**src/rtl/sync_fifo_pkg.sv**
```systemverilog
// Shared helpers for the synchronous FIFO family: RAM style constants and
// parameter range checks.
// Build option: none here; SYNC_C1TX_FIFO_ASSERT_EN is consumed by sync_c1tx_fifo.
package sync_fifo_pkg;

  // RAM style hints: 0/1 map onto LUT-based RAM, 2/3 onto block RAM.
  localparam int unsigned GRAM_AUTO         = 0;
  localparam int unsigned GRAM_LUTRAM       = 1;
  localparam int unsigned GRAM_BLOCK        = 2;
  localparam int unsigned GRAM_BLOCK_NORW   = 3;
  localparam int unsigned GRAM_MODE_DEFAULT = GRAM_BLOCK_NORW;
  localparam int unsigned GRAM_MODE_MAX     = 3;

  // A zero-width control field still needs a one-bit port.
  function automatic int unsigned ctl_port_width(input int unsigned w);
    return (w == 0) ? 1 : w;
  endfunction

  function automatic bit full_thresh_ok(input int unsigned thresh,
                                        input int unsigned depth_base2);
    return (thresh >= 1) && (thresh <= (32'd1 << depth_base2));
  endfunction

  function automatic bit gram_mode_ok(input int unsigned mode);
    return mode <= GRAM_MODE_MAX;
  endfunction

  function automatic bit gram_is_lutram(input int unsigned mode);
    return mode <= GRAM_LUTRAM;
  endfunction

endpackage

```
**src/rtl/sync_c1tx_fifo_ram.sv**
```systemverilog
// Simple dual-port RAM, D x DATA_WIDTH, with registered read address and
// registered output (2-cycle read). Output holds when no read was issued and
// resets to zero; stored contents are never cleared.
module sync_c1tx_fifo_ram
  import sync_fifo_pkg::*;
#(
  parameter int unsigned DATA_WIDTH  = 64,
  parameter int unsigned DEPTH_BASE2 = 2,
  parameter int unsigned GRAM_MODE   = GRAM_MODE_DEFAULT
) (
  input  logic                   clk,
  input  logic                   reset,
  input  logic                   we,
  input  logic [DEPTH_BASE2-1:0] waddr,
  input  logic [DATA_WIDTH-1:0]  wdata,
  input  logic                   rd_en,
  input  logic [DEPTH_BASE2-1:0] raddr,
  output logic [DATA_WIDTH-1:0]  rdata
);

  localparam int unsigned DEPTH = 1 << DEPTH_BASE2;

  logic [DEPTH_BASE2-1:0] raddr_q;
  logic                   rd_v_q;
  logic [DATA_WIDTH-1:0]  rd_word;

  if (gram_is_lutram(GRAM_MODE)) begin : g_lutram
    (* ramstyle = "MLAB, no_rw_check" *) logic [DATA_WIDTH-1:0] mem [DEPTH];

    // Write port.
    always_ff @(posedge clk) begin
      if (we) mem[waddr] <= wdata;
    end

    assign rd_word = mem[raddr_q];
  end else begin : g_block
    (* ramstyle = "M20K" *) logic [DATA_WIDTH-1:0] mem [DEPTH];

    // Write port.
    always_ff @(posedge clk) begin
      if (we) mem[waddr] <= wdata;
    end

    assign rd_word = mem[raddr_q];
  end

  // T1: capture read address; the RAM array itself needs no reset.
  always_ff @(posedge clk) begin
    if (rd_en) raddr_q <= raddr;
  end

  // T1 valid and T2 output register; output only moves on a real read.
  always_ff @(posedge clk) begin
    if (reset) begin
      rd_v_q <= 1'b0;
      rdata  <= '0;
    end else begin
      rd_v_q <= rd_en;
      if (rd_v_q) rdata <= rd_word;
    end
  end

endmodule

```
**src/rtl/sync_c1tx_fifo.sv**
```systemverilog
// Single-clock FIFO for CCI-P c2 Tx MMIO read responses: status and control
// combinational from registered state, data two cycles after pop.
// Writes while full and pops while empty are dropped and set sticky flags.
// Build option SYNC_C1TX_FIFO_ASSERT_EN adds simulation-only checks.
module sync_c1tx_fifo
  import sync_fifo_pkg::*;
#(
  parameter int unsigned DATA_WIDTH  = 64,
  parameter int unsigned CTL_WIDTH   = 0,
  parameter int unsigned DEPTH_BASE2 = 2,
  parameter int unsigned GRAM_MODE   = GRAM_MODE_DEFAULT,
  parameter int unsigned FULL_THRESH = 2
) (
  input  logic                                 clk,
  input  logic                                 reset,
  input  logic [DATA_WIDTH-1:0]                fifo_din,
  input  logic [ctl_port_width(CTL_WIDTH)-1:0] fifo_ctlin,
  input  logic                                 fifo_wen,
  input  logic                                 fifo_rdack,
  output logic [DATA_WIDTH-1:0]                T2_fifo_dout,
  output logic [ctl_port_width(CTL_WIDTH)-1:0] T0_fifo_ctlout,
  output logic                                 T0_fifo_dout_v,
  output logic                                 T0_fifo_empty,
  output logic                                 T0_fifo_full,
  output logic [DEPTH_BASE2:0]                 T0_fifo_count,
  output logic                                 T0_fifo_almFull,
  output logic                                 T0_fifo_underflow,
  output logic                                 T0_fifo_overflow
);

  localparam int unsigned DEPTH      = 1 << DEPTH_BASE2;
  localparam int unsigned ALMF_LEVEL = DEPTH - FULL_THRESH;
  localparam logic [DEPTH_BASE2:0] DEPTH_CNT = DEPTH[DEPTH_BASE2:0];
  localparam logic [DEPTH_BASE2:0] ALMF_CNT  = ALMF_LEVEL[DEPTH_BASE2:0];

  logic [DEPTH_BASE2-1:0] wp;
  logic [DEPTH_BASE2-1:0] rp;
  logic [DEPTH_BASE2:0]   count;
  logic                   overflow;
  logic                   underflow;
  logic                   empty;
  logic                   full;
  logic                   wr_ok;
  logic                   rd_ok;

  assign empty = (count == '0);
  assign full  = (count == DEPTH_CNT);
  assign wr_ok = fifo_wen && !full;
  assign rd_ok = fifo_rdack && !empty;

  assign T0_fifo_empty     = empty;
  assign T0_fifo_dout_v    = !empty;
  assign T0_fifo_full      = full;
  assign T0_fifo_count     = count;
  assign T0_fifo_almFull   = (count >= ALMF_CNT);
  assign T0_fifo_overflow  = overflow;
  assign T0_fifo_underflow = underflow;

  // Pointers, occupancy and sticky error flags.
  always_ff @(posedge clk) begin
    if (reset) begin
      wp        <= '0;
      rp        <= '0;
      count     <= '0;
      overflow  <= 1'b0;
      underflow <= 1'b0;
    end else begin
      if (wr_ok) wp <= wp + 1'b1;
      if (rd_ok) rp <= rp + 1'b1;
      if (wr_ok && !rd_ok)      count <= count + 1'b1;
      else if (rd_ok && !wr_ok) count <= count - 1'b1;
      if (fifo_wen && full)    overflow  <= 1'b1;
      if (fifo_rdack && empty) underflow <= 1'b1;
    end
  end

  // Control side-band lives in flops so the head entry is visible in T0.
  if (CTL_WIDTH > 0) begin : g_ctl
    logic [CTL_WIDTH-1:0] ctl_mem [DEPTH];

    // Control write alongside the data write.
    always_ff @(posedge clk) begin
      if (wr_ok) ctl_mem[wp] <= fifo_ctlin;
    end

    assign T0_fifo_ctlout = ctl_mem[rp];
  end else begin : g_no_ctl
    logic unused_ctl;
    assign unused_ctl     = ^fifo_ctlin;
    assign T0_fifo_ctlout = 1'b0;
  end

  sync_c1tx_fifo_ram #(
    .DATA_WIDTH  (DATA_WIDTH),
    .DEPTH_BASE2 (DEPTH_BASE2),
    .GRAM_MODE   (GRAM_MODE)
  ) u_ram (
    .clk   (clk),
    .reset (reset),
    .we    (wr_ok),
    .waddr (wp),
    .wdata (fifo_din),
    .rd_en (rd_ok),
    .raddr (rp),
    .rdata (T2_fifo_dout)
  );

`ifdef SYNC_C1TX_FIFO_ASSERT_EN
  // Reject an almost-full margin outside 1..D before the first clock.
  initial begin
    if (!full_thresh_ok(FULL_THRESH, DEPTH_BASE2)) begin
      $display("%m ERROR: FULL_THRESH %0d outside 1..%0d", FULL_THRESH, DEPTH);
      $finish;
    end
    if (!gram_mode_ok(GRAM_MODE)) begin
      $display("%m ERROR: GRAM_MODE %0d outside 0..%0d", GRAM_MODE, GRAM_MODE_MAX);
      $finish;
    end
  end

  // Stop the simulation on any dropped request.
  always @(posedge clk) begin
    if (!reset && fifo_wen && full) begin
      $display("%m ERROR: fifo overflow");
      $finish;
    end
    if (!reset && fifo_rdack && empty) begin
      $display("%m ERROR: fifo underflow");
      $finish;
    end
  end
`endif

endmodule

```
**config.mk**
```make
export PLATFORM = sky130hd
export DESIGN_NAME = sync_c1tx_fifo
export DESIGN_NICKNAME = d
export VERILOG_FILES = /design/src/rtl/sync_fifo_pkg.sv /design/src/rtl/sync_c1tx_fifo_ram.sv /design/src/rtl/sync_c1tx_fifo.sv
export SDC_FILE = /design/constraint.sdc
export NUM_CORES = 1
export LEC_CHECK = 0
export ABC_AREA = 1
export CORE_ASPECT_RATIO = 0.9
export CORE_MARGIN = 4
export CORE_UTILIZATION = 57
export CTS_CLUSTER_DIAMETER = 60
export DETAILED_ROUTE_END_ITERATION = 12
export GPL_ROUTABILITY_DRIVEN = 0
export PLACE_DENSITY = 0.8
export SYNTH_ARGS = -nofsm -noshare
export SYNTH_HDL_FRONTEND = slang
export SYNTH_SLANG_ARGS = --single-unit
```
**constraint.sdc**
```tcl
create_clock -name clk -period 6.1 [get_ports clk]
set_clock_uncertainty 0.1 [all_clocks]
set_input_delay 1.22 -clock clk [delete_from_list [all_inputs] [get_ports clk]]
set_output_delay 1.22 -clock clk [all_outputs]
set_load 0.01 [all_outputs]
```
**Word level (Yosys, flattened, before mapping)**

Memories as Yosys holds them, arrays and structs flattened. A register that Yosys moved wholly into a read port is not among the register bits.
Cells that the tools add are included.

- Memories kept: 1
- RAM bits: 256
- Output and inout bits: 74
- Flip-flop bits (word level): 12
- Input port bits: 69

Memory list:

| memory | depth | bits a word | rd ports | clocked after Yosys merged registers in | wr ports | line | text |
|---|---|---|---|---|---|---|---|
| u_ram.g_block.mem | 4 | 64 | 1 | 1 | 1 | sync_c1tx_fifo_ram.sv:37 | `(* ramstyle = "M20K" *) logic [DATA_WIDTH-1:0] mem [DEPTH];` |

- Equal/unequal tests: 1
- Add/subtract/negate cells: 4
- Multiplexer cells: 4
- Reductions and logical operators: 12
- Magnitude comparators: 1

Operators with widths:

| cell | count |
|---|---|
| logical AND 1 bit | 6 |
| 2-to-1 mux 3 bit | 2 |
| adder 2 x 1 -> 2 bit, second input constant | 2 |
| zero test 1 bit | 4 |
| adder 3 x 1 -> 3 bit, second input constant | 1 |
| equality test 3 bit, second input constant | 1 |
| greater-or-equal comparator 3 x 2 -> 1 bit, second input constant | 1 |
| zero test 3 bit | 1 |
| subtractor 3 x 1 -> 3 bit, second input constant | 1 |
| 2-to-1 mux 1 bit | 2 |
| nonzero test 2 bit | 1 |

**Depth between registers and ports, before layout**

Gate-level depths: netlist of the first run.

- Word-level depth: 7
- Mapped depth: 13
- Depth with buffers taken out: 13

**Cells and area by module**

From an unflattened synthesis of the first run, not the netlist that was laid out.

- Cell total of the unflattened synthesis: 1038
- Area total of the unflattened synthesis: 12419.4 um^2

By module, submodules not included:

| module | area each (um^2) | times used | cells an instance |
|---|---|---|---|
| sync_c1tx_fifo_ram | 11967.7 | 1 | 972 |
| sync_c1tx_fifo | 451.7 | 1 | 66 |

**Least setup slack after synthesis of the first run**

No wires, ideal clock.

- Path kind: input to register
- Start point: input port fifo_wen
- End point: memory u_ram.g_block.mem[0][0], enable pin
- Setup slack: 1281 ps
- Data arrival time: 4232 ps
- Cell stages on the path: 4
- Buffers on the path: 0
- Cell sequence: inv_1 > nor2_1 > inv_1 > nor2_1

- Longest elaborated chain between the ends: 3

Ends and longest elaborated chain:

| what | line | text |
|---|---|---|
| start, declared | sync_c1tx_fifo.sv:18 | `input logic fifo_wen,` |
| logical AND 1 bit | sync_c1tx_fifo.sv:48 | `assign wr_ok = fifo_wen && !full;` |
| net u_ram.we | sync_c1tx_fifo_ram.sv:13 | `input logic we,` |
| 2-to-1 mux 1 bit | sync_c1tx_fifo_ram.sv:41 | `if (we) mem[waddr] <= wdata;` |
| 2-to-1 mux 1 bit (not written as such) | sync_c1tx_fifo_ram.sv:41 |  |
| end, declared | sync_c1tx_fifo_ram.sv:37 |  |

The timed path passes the listed nets, and every way through them passes these cells.

**Final worst setup path of the first run**

- Start point: input port fifo_wen
- End point: memory u_ram.g_block.mem[3][11], enable pin

Same word-level chain as after synthesis.

==> out/results.txt, run 1 <==
status -> finished clean
CP endpoint kind -> register
initial antenna violation count -> 1
met2 GRT Util -> 0.367
# resized after CTS -> 0
top-area cell type share of the netlist area -> 0.564
syn_nets -> 1,504
Synth cell types -> 20
Hold Fails Final Rpt -> 0
Required @ worst endpoint -> 6.11 ns
multi-input logic area -> 2950 µm²
Worst R2R Path Depth -> 7
Area Overhead vs Synth -> 19.5%
maximum vdd ir drop -> 0.000359 V
worst r2r src -> T0_fifo_count[0]
num rows -> 53
Syn Inst Count -> 1,429
WP data arrival -> 3.38 ns
TritonCTS buffer count -> 34
buffers inserted by post-CTS timing repair -> 0
# clock sinks -> 332
Final min period -> 3.36 ns
htree depth -> 2
Worst Hold Class -> register to register
first-pass GRT wire length -> 45,500 µm
CP Class -> input port to register
DRC -> 0
final setup violation count -> 0
r2r setup slk -> 3.33 ns
Initial DRC Count -> 745
GRT met3 Usage -> 0.0460
GR Util All Layers -> 0.214
Pwr Density -> 384 nW/µm²
die width -> 172 µm
largest net degree at the start of global routing -> 83
layout cells sized above 1 -> 0.0456
antenna viol nets, final -> 0
port bufs -> 140
ranking of synthesized cells by area -> edfxtp_1 56%, dfxtp_1 11%, inv_1 9.3%, nand2_1 9.1%, nand3_1 7.1%
final std cells w/o fill -> 1,883
Seq/Total Area, Yosys -> 0.671
Core Area -> 23,500 µm²
Rel. slew slack -> 0.386
post-layout util -> 0.698
Post-Syn Area per Cell -> 9.62 µm²
Vias -> 9,369
maxcap violations -> 0
Vert. Die Dim -> 155 µm
register area -> 9230 µm²
crit-path max FO -> 56
Final nets -> 1,630
Max Slew Vio Count -> 0
RR Endpoint -> u_ram.g_block.mem[3][11]
GR peak layer -> met2
RSZ-0062 raised after global routing -> no
worst slew pin tran -> 0.921 ns
TritonCTS clock tree -> built
drt pass-1 iters -> 4
yosys warns -> 0
dpl hpwl -> 16,200 µm
clock buffer depth -> 3
largest area contributor in the synthesized netlist -> edfxtp_1
Routed WL -> 28,400 µm
Worst Setup Start Kind -> input port
clock root buffer -> clkbuf_16
post-synthesis instance area -> 13,700 µm²
DR vias/cell -> 4.98
Clock Latency Late Sink -> 0.50 ns
global route overflow -> 0
worst hold slack -> 0.359 ns
number of hold buffers added after cts -> 0
crit path capture -> u_ram.g_block.mem[3][11]
Fill cells -> 1,673
Fmax achieved -> 297 MHz
boundary pin count -> 143
WL per Instance -> 15.1 µm
Leakage -> 7.42 nW
CTS clk-pin slew, worst paths -> 0.06 ns
period utilization -> 0.551
die area -> 26,700 µm²
Yosys reg bits -> 332
GR Util met1 -> 0.272
final setup TNS -> 0 ns
vias in the first global route -> 9,431
dpl cells -> 1,821
initial core utilization -> 0.584
crit path launch -> fifo_wen
-- logic make-up after synthesis --
kind of cell             synth area share
flip-flops                          0.671
buffers and inverters               0.116
XOR/XNOR                         0.000637
AO/OA/AOI/OAI                     0.00164
AND/OR/NAND/NOR                     0.204
adder cells (fa/ha/maj)           0.00601
other                            0.000273
-- stage by stage --
step | area, µm² | power (mW) | setup slack [ns]
6_report | 16400 | 6.30 | 2.74
5_1_grt | 16400 | 6.64 | 2.60
4_1_cts | 16400 | 6.35 | 2.72
3_5_place_dp | 15300 | 4.37 | 2.20
3_3_place_gp | 15300 | 4.32 | 2.24
2_1_floorplan | 13700 | 3.83 | 1.28
-- synth_stat cells --
cell / count
ha_1: 5
clkbuf_1: 10
or2_2: 1
inv_2: 1
nand3b_1: 1
nor2_1: 147
xor2_1: 1
o21ai_0: 1
conb_1: 1
o21a_1: 1
buf_2: 41
fa_1: 1
a21oi_1: 2
edfxtp_1: 258
buf_1: 7
nand3_1: 196
inv_1: 340
dfxtp_1: 74
buf_4: 6
nand2_1: 335
-- state kept, by name (all words and copies together) (netlist names) --
register,count
rp,2
T0_fifo_underflow,1
wp,2
u_ram.rdata,64
u_ram.rd_v_q,1
u_ram.g_block.mem,256
T0_fifo_count,3
T0_fifo_overflow,1
u_ram.raddr_q,2
-- report_power, final --
| part | internal [mW] | switching [mW] | leakage [nW] |
|---|---|---|---|
| Clock | 1.17 | 0.792 | 0.533 |
| Sequential | 2.75 | 0.141 | 2.97 |
| Combinational | 0.555 | 0.888 | 3.92 |
| Total | 4.48 | 1.82 | 7.42 |
-- layer usage --
layer / routed length (µm) / up-vias
met5: 19 / -
met4: 575 / 2
met3: 2060 / 49
met2: 14100 / 300
met1: 11600 / 4379
li1: - / 4639
-- worst min path at each step --
stage,startpoint,end,slack (ns),depth (start not counted)
final,T0_fifo_underflow,T0_fifo_underflow,0.36,2
after CTS,T0_fifo_underflow,T0_fifo_underflow,0.36,2
after global placement,T0_fifo_underflow,T0_fifo_underflow,0.34,2
after floorplan,rp[1],u_ram.raddr_q[1],0.35,0
after global routing,T0_fifo_overflow,T0_fifo_overflow,0.39,1
after detailed placement,T0_fifo_overflow,T0_fifo_overflow,0.35,1
-- critical path, cell delays in order --
cell and delay [ns]:
clkdlybuf4s50_1 0.51, inv_1 0.07, nor2_1 0.25, inv_1 0.24
nor2_4 0.31, buf_4 0.76
-- cell usage in the layout (no fill, tap or decap) --
| cell | Yosys | final |
|---|---|---|
| clkinv_2 | 0 | 7 |
| buf_2 | 41 | 1 |
| inv_4 | 0 | 1 |
| nand2_1 | 335 | 335 |
| inv_2 | 1 | 1 |
| dfxtp_1 | 74 | 73 |
| or2_2 | 1 | 1 |
| diode_2 | 0 | 1 |
| clkbuf_8 | 0 | 4 |
| bufinv_16 | 0 | 1 |
| inv_1 | 340 | 339 |
| ha_1 | 5 | 5 |
| buf_4 | 6 | 14 |
| conb_1 | 1 | 1 |
| clkbuf_1 | 10 | 11 |
| o21ai_0 | 1 | 1 |
| fa_1 | 1 | 1 |
| dfxtp_4 | 0 | 1 |
| inv_6 | 0 | 1 |
| clkinv_1 | 0 | 1 |
| nand3b_1 | 1 | 1 |
| o21a_1 | 1 | 1 |
| a21oi_1 | 2 | 2 |
| clkbuf_16 | 0 | 36 |
| clkdlybuf4s50_1 | 0 | 139 |
| xor2_1 | 1 | 1 |
| nor2_4 | 0 | 4 |
| edfxtp_1 | 258 | 258 |
| nand3_1 | 196 | 196 |
| nor2_1 | 147 | 143 |
-- area by class of cell --
class	count	area share
timing repair buffer	154	0.0914
sequential	332	0.562
clock buffer	51	0.0607
antenna	1	0.000152
inverter	341	0.0781
clock inverter	10	0.00472
multi-input combinational	692	0.180
tap	302	0.0230
(Power assumes the default switching activity.)
==> inputs of run 2 (changes only) <==
Clock period 6.1 ns to 3.2 ns, I/O delays scaled along.
==> out/results.txt, run 2 (synthesis gave the netlist of run 1 again) <==
status -> finished clean
most common cell after layout, fill and taps aside -> inv_1
clock root buffer -> clkbuf_16
P_sw -> 3.48 mW
Area Overhead vs Synth -> 20.4%
period utilization -> 0.793
Required @ worst endpoint -> 2.46 ns
layout cells sized above 1 -> 0.0455
clock buffer depth -> 3
Final min period -> 2.54 ns
global route overflow -> 0
maxcap violations -> 0
commonest non-fill, non-tap cells in the layout -> 339 x inv_1, 335 x nand2_1, 258 x edfxtp_1
Final Cell Area -> 16,600 µm²
CP Class -> register to output port
number of hold buffers added after cts -> 0
die width -> 172 µm
Vert. Die Dim -> 155 µm
final setup violation count -> 0
r2r setup slk -> 0.92 ns
Final nets -> 1,631
switch share -> 0.289
Flop pwr share -> 0.453
clock power share -> 0.312
port bufs -> 140
Rel. slew slack -> 0.440
worst slew pin tran -> 0.839 ns
Worst R2R Path Depth -> 7
die area -> 26,700 µm²
TritonCTS clock tree -> built
TritonCTS buffer count -> 34
CTS clk-pin slew, worst paths -> 0.06 ns
drt pass-1 iters -> 5
Initial DRC Count -> 607
Fill cells -> 1,645
boundary pin count -> 143
register area -> 9230 µm²
crit-path max FO -> 5
# clock sinks -> 332
DR vias/cell -> 4.94
Leakage -> 7.46 nW
GR Util All Layers -> 0.212
# resized after CTS -> 0
maximum vdd ir drop -> 0.000636 V
Pwr Density -> 729 nW/µm²
vias in the first global route -> 9,365
max reg flops -> 256
Vias -> 9,299
RR Endpoint -> u_ram.g_block.mem[3][36]
worst slack, placed -> 0.443 ns
num rows -> 53
Hold Fails Final Rpt -> 0
WL per Instance -> 14.9 µm
first-pass GRT wire length -> 45,400 µm
most flop-heavy register -> u_ram.g_block.mem
Routed WL -> 28,000 µm
logic gate share of total power -> 0.235
multi-input logic area -> 2950 µm²
htree depth -> 2
Fmax achieved -> 394 MHz
crit path capture -> T0_fifo_empty
antenna viol nets, final -> 0
initial core utilization -> 0.584
initial antenna violation count -> 2
CP endpoint kind -> output port
crit path launch -> T0_fifo_count[0]
Max Slew Vio Count -> 0
largest net degree at the start of global routing -> 129
Clock Latency Late Sink -> 0.50 ns
worst r2r src -> T0_fifo_count[0]
buffers inserted by post-CTS timing repair -> 0
Power Internal -> 8.59 mW
Worst Hold Class -> register to register
worst setup margin -> 0.662 ns
Worst Setup Start Kind -> register
Power, Total -> 12.1 mW
RSZ-0062 raised after global routing -> no
WP data arrival -> 1.80 ns
Core Area -> 23,500 µm²
DRC -> 0
dpl hpwl -> 16,100 µm
DP Area -> 15,500 µm²
[run 2: changes by cell type in the layout (fill, tap and decap cells not counted), moves of 5 or more]
cell      delta
clkinv_1     +6
clkbuf_1     -5
buf_4        -9
buf_12      +10
[run 2: critical path: stages (launching register included)]
cell,delay (ns)
dfxtp_1,0.36
nor2_1,0.16
nand2_1,0.15
inv_1,0.10
clkdlybuf4s50_1,0.53
[run 2: cell type report]
| type | instances | share of cell area |
|---|---|---|
| well taps | 302 | 0.0228 |
| repair buffers | 155 | 0.0987 |
| inverters | 341 | 0.0775 |
| diodes | 1 | 0.000151 |
| multi-input cells | 692 | 0.178 |
| flip-flops and latches | 332 | 0.558 |
| clock inverters | 17 | 0.00786 |
| clock buffers | 44 | 0.0568 |
[run 2: per-stage QoR]
stage	cells	setup TNS (ns)	hold slack, ns	utilization
after global routing	1884	0	0.389	0.703
final	1884	0	0.366	0.703
after CTS	1883	0	0.372	0.703
after floorplan	1429	-9.95	0.353	-
after detailed placement	1822	0	0.357	0.658
after global placement	1822	0	0.342	0.658
[run 2: worst min-delay path by stage]
stage | slack, ns | depth (start not counted) | start | to
after global placement | 0.34 | 2 | T0_fifo_underflow | T0_fifo_underflow
after global routing | 0.39 | 2 | T0_fifo_underflow | T0_fifo_underflow
after CTS | 0.37 | 2 | T0_fifo_underflow | T0_fifo_underflow
final | 0.37 | 2 | T0_fifo_underflow | T0_fifo_underflow
after floorplan | 0.35 | 0 | rp[1] | u_ram.raddr_q[1]
after detailed placement | 0.36 | 1 | T0_fifo_overflow | T0_fifo_overflow
[run 2: metal layers]
metal / share of wire / global-route usage / wire (µm)
met2: 0.49 / 0.366 / 13900
met5: 0.00046 / 0 / 13
met4: 0.016 / 0.0490 / 456
met1: 0.42 / 0.278 / 11700
met3: 0.070 / 0.0432 / 1950
[run 2: power groups by stage]
stage                     Sequential (mW)  Combinational, mW  Clock [mW]
after floorplan                      5.61               1.67           0
after global placement               5.54               2.75           0
after detailed placement             5.56               2.84           0
after CTS                            5.47               2.87        3.84
after global routing                 5.52               3.18        4.01
final                                5.47               2.83        3.77
==> inputs of run 3 (changes only) <==
Clock period 3.2 ns to 2.55 ns, I/O delays scaled along.
==> out/results.txt, run 3 (synthesis gave the netlist of run 1 again) <==
GR Util met1 -> 0.277
DR vias/cell -> 5.01
first-pass GRT wire length -> 46,400 µm
P_sw -> 4.49 mW
Power, Total -> 15.6 mW
maximum vdd ir drop -> 0.000753 V
Hold Fails Final Rpt -> 0
n_diodes -> 0
CP Class -> register to output port
TritonCTS clock tree -> built
DRC -> 0
GRT met3 Usage -> 0.0516
boundary pin count -> 143
Final min period -> 2.43 ns
Fmax achieved -> 411 MHz
Rel. slew slack -> 0.429
Final Cell Area -> 16,800 µm²
RSZ-0062 raised after global routing -> no
worst hold start -> T0_fifo_underflow
Crit-path slowest cell -> clkdlybuf4s50_1
CP Cell Sequence -> nor2_1 -> nand2_1 -> inv_1 -> clkdlybuf4s50_1
status -> finished clean
worst path bufs/invs -> 2
commonest non-fill, non-tap cells in the layout -> 339 x inv_1, 335 x nand2_1, 258 x edfxtp_1
TritonCTS buffer count -> 35
vias in the first global route -> 9,579
clock buffer depth -> 3
drt pass-1 iters -> 5
maxcap violations -> 0
Required @ worst endpoint -> 1.94 ns
Core Area -> 23,500 µm²
htree depth -> 2
Worst path top cell family by delay -> buffers and inverters
Worst Setup Start Kind -> register
CP endpoint kind -> output port
Pwr Density -> 930 nW/µm²
port bufs -> 140
initial core utilization -> 0.584
layout cells sized above 1 -> 0.0544
initial antenna violation count -> 5
GR peak layer -> met2
Fill cells -> 1,551
final setup violation count -> 0
Initial DRC Count -> 705
largest net degree at the start of global routing -> 129
logic gate share of total power -> 0.234
Vias -> 9,510
global route overflow -> 0
buffers inserted by post-CTS timing repair -> 0
most common cell after layout, fill and taps aside -> inv_1
clock power share -> 0.323
Power Internal -> 11.1 mW
num rows -> 53
Routed WL -> 29,300 µm
crit path launch -> T0_fifo_count[0]
clock root buffer -> clkbuf_16
most flop-heavy register -> u_ram.g_block.mem
Worst Hold Class -> register to register
Area Overhead vs Synth -> 22.2%
# resized after CTS -> 0
worst r2r src -> T0_fifo_count[0]
CTS clk-pin slew, worst paths -> 0.06 ns
crit-path max FO -> 5
period utilization -> 0.954
number of hold buffers added after cts -> 0
Vert. Die Dim -> 155 µm
Max Slew Vio Count -> 0
# clock sinks -> 332
WL per Instance -> 15.4 µm
Flop pwr share -> 0.442
Leakage -> 7.58 nW
max reg flops -> 256
switch share -> 0.287
GR Util All Layers -> 0.218
die width -> 172 µm
Clock Latency Late Sink -> 0.50 ns
WP data arrival -> 1.82 ns
dpl hpwl -> 17,800 µm
die area -> 26,700 µm²
DP Area -> 15,600 µm²
met2 GRT Util -> 0.373
Final nets -> 1,647
Max stage delay on crit path -> 0.54 ns
worst slew pin tran -> 0.857 ns
antenna viol nets, final -> 0
[run 3: layout make-up]
type	count	area, µm²	share of cell area
well taps	302	378	0.0225
repair buffers	170	1800	0.107
flip-flops and latches	332	9230	0.550
clock inverters	19	190	0.0113
inverters	341	1280	0.0764
clock buffers	44	962	0.0573
multi-input cells	692	2950	0.176
[run 3: per-stage QoR]
stage          instances  TNS [ns]  hold slack (ns)   util  setup slack [ns]
2_1_floorplan       1429   -176.35            0.353      -            -0.689
3_3_place_gp        1837         0            0.343  0.664            0.0900
3_5_place_dp        1837         0            0.353  0.664             0.105
4_1_cts             1900         0            0.370  0.713             0.103
5_1_grt             1900         0            0.399  0.713            0.0450
6_report            1900         0            0.367  0.713             0.119
[run 3: tightest hold or removal path, cell delays in order (launching register included)]
cell	delay (ns)
dfxtp_1	0.31
inv_1	0.05
a21oi_1	0.06
[run 3: layer usage]
| layer | wire length [µm] | share of wire | up-vias |
|---|---|---|---|
| li1 | - | - | 4692 |
| met4 | 614 | 0.021 | 10 |
| met3 | 2260 | 0.077 | 72 |
| met2 | 14300 | 0.49 | 340 |
| met5 | 78 | 0.0027 | - |
| met1 | 12000 | 0.41 | 4396 |
[run 3: final timing paths]
kind | endpoint | slack (ns) | depth (start not counted)
min reg2reg | T0_fifo_underflow | 0.37 | 2
max | T0_fifo_empty | 0.12 | 4
max reg2reg | T0_fifo_count[2] | 0.47 | 13
min | T0_fifo_underflow | 0.37 | 2
[run 3: power by group through the flow]
stage / Combinational, mW / Clock [mW] / Sequential, mW
after floorplan: 2.10 / 0 / 7.05
after detailed placement: 3.65 / 0 / 7.02
after CTS: 3.70 / 5.12 / 6.91
final: 3.66 / 5.05 / 6.91
after global placement: 3.54 / 0 / 6.99
after global routing: 4.09 / 5.34 / 6.98
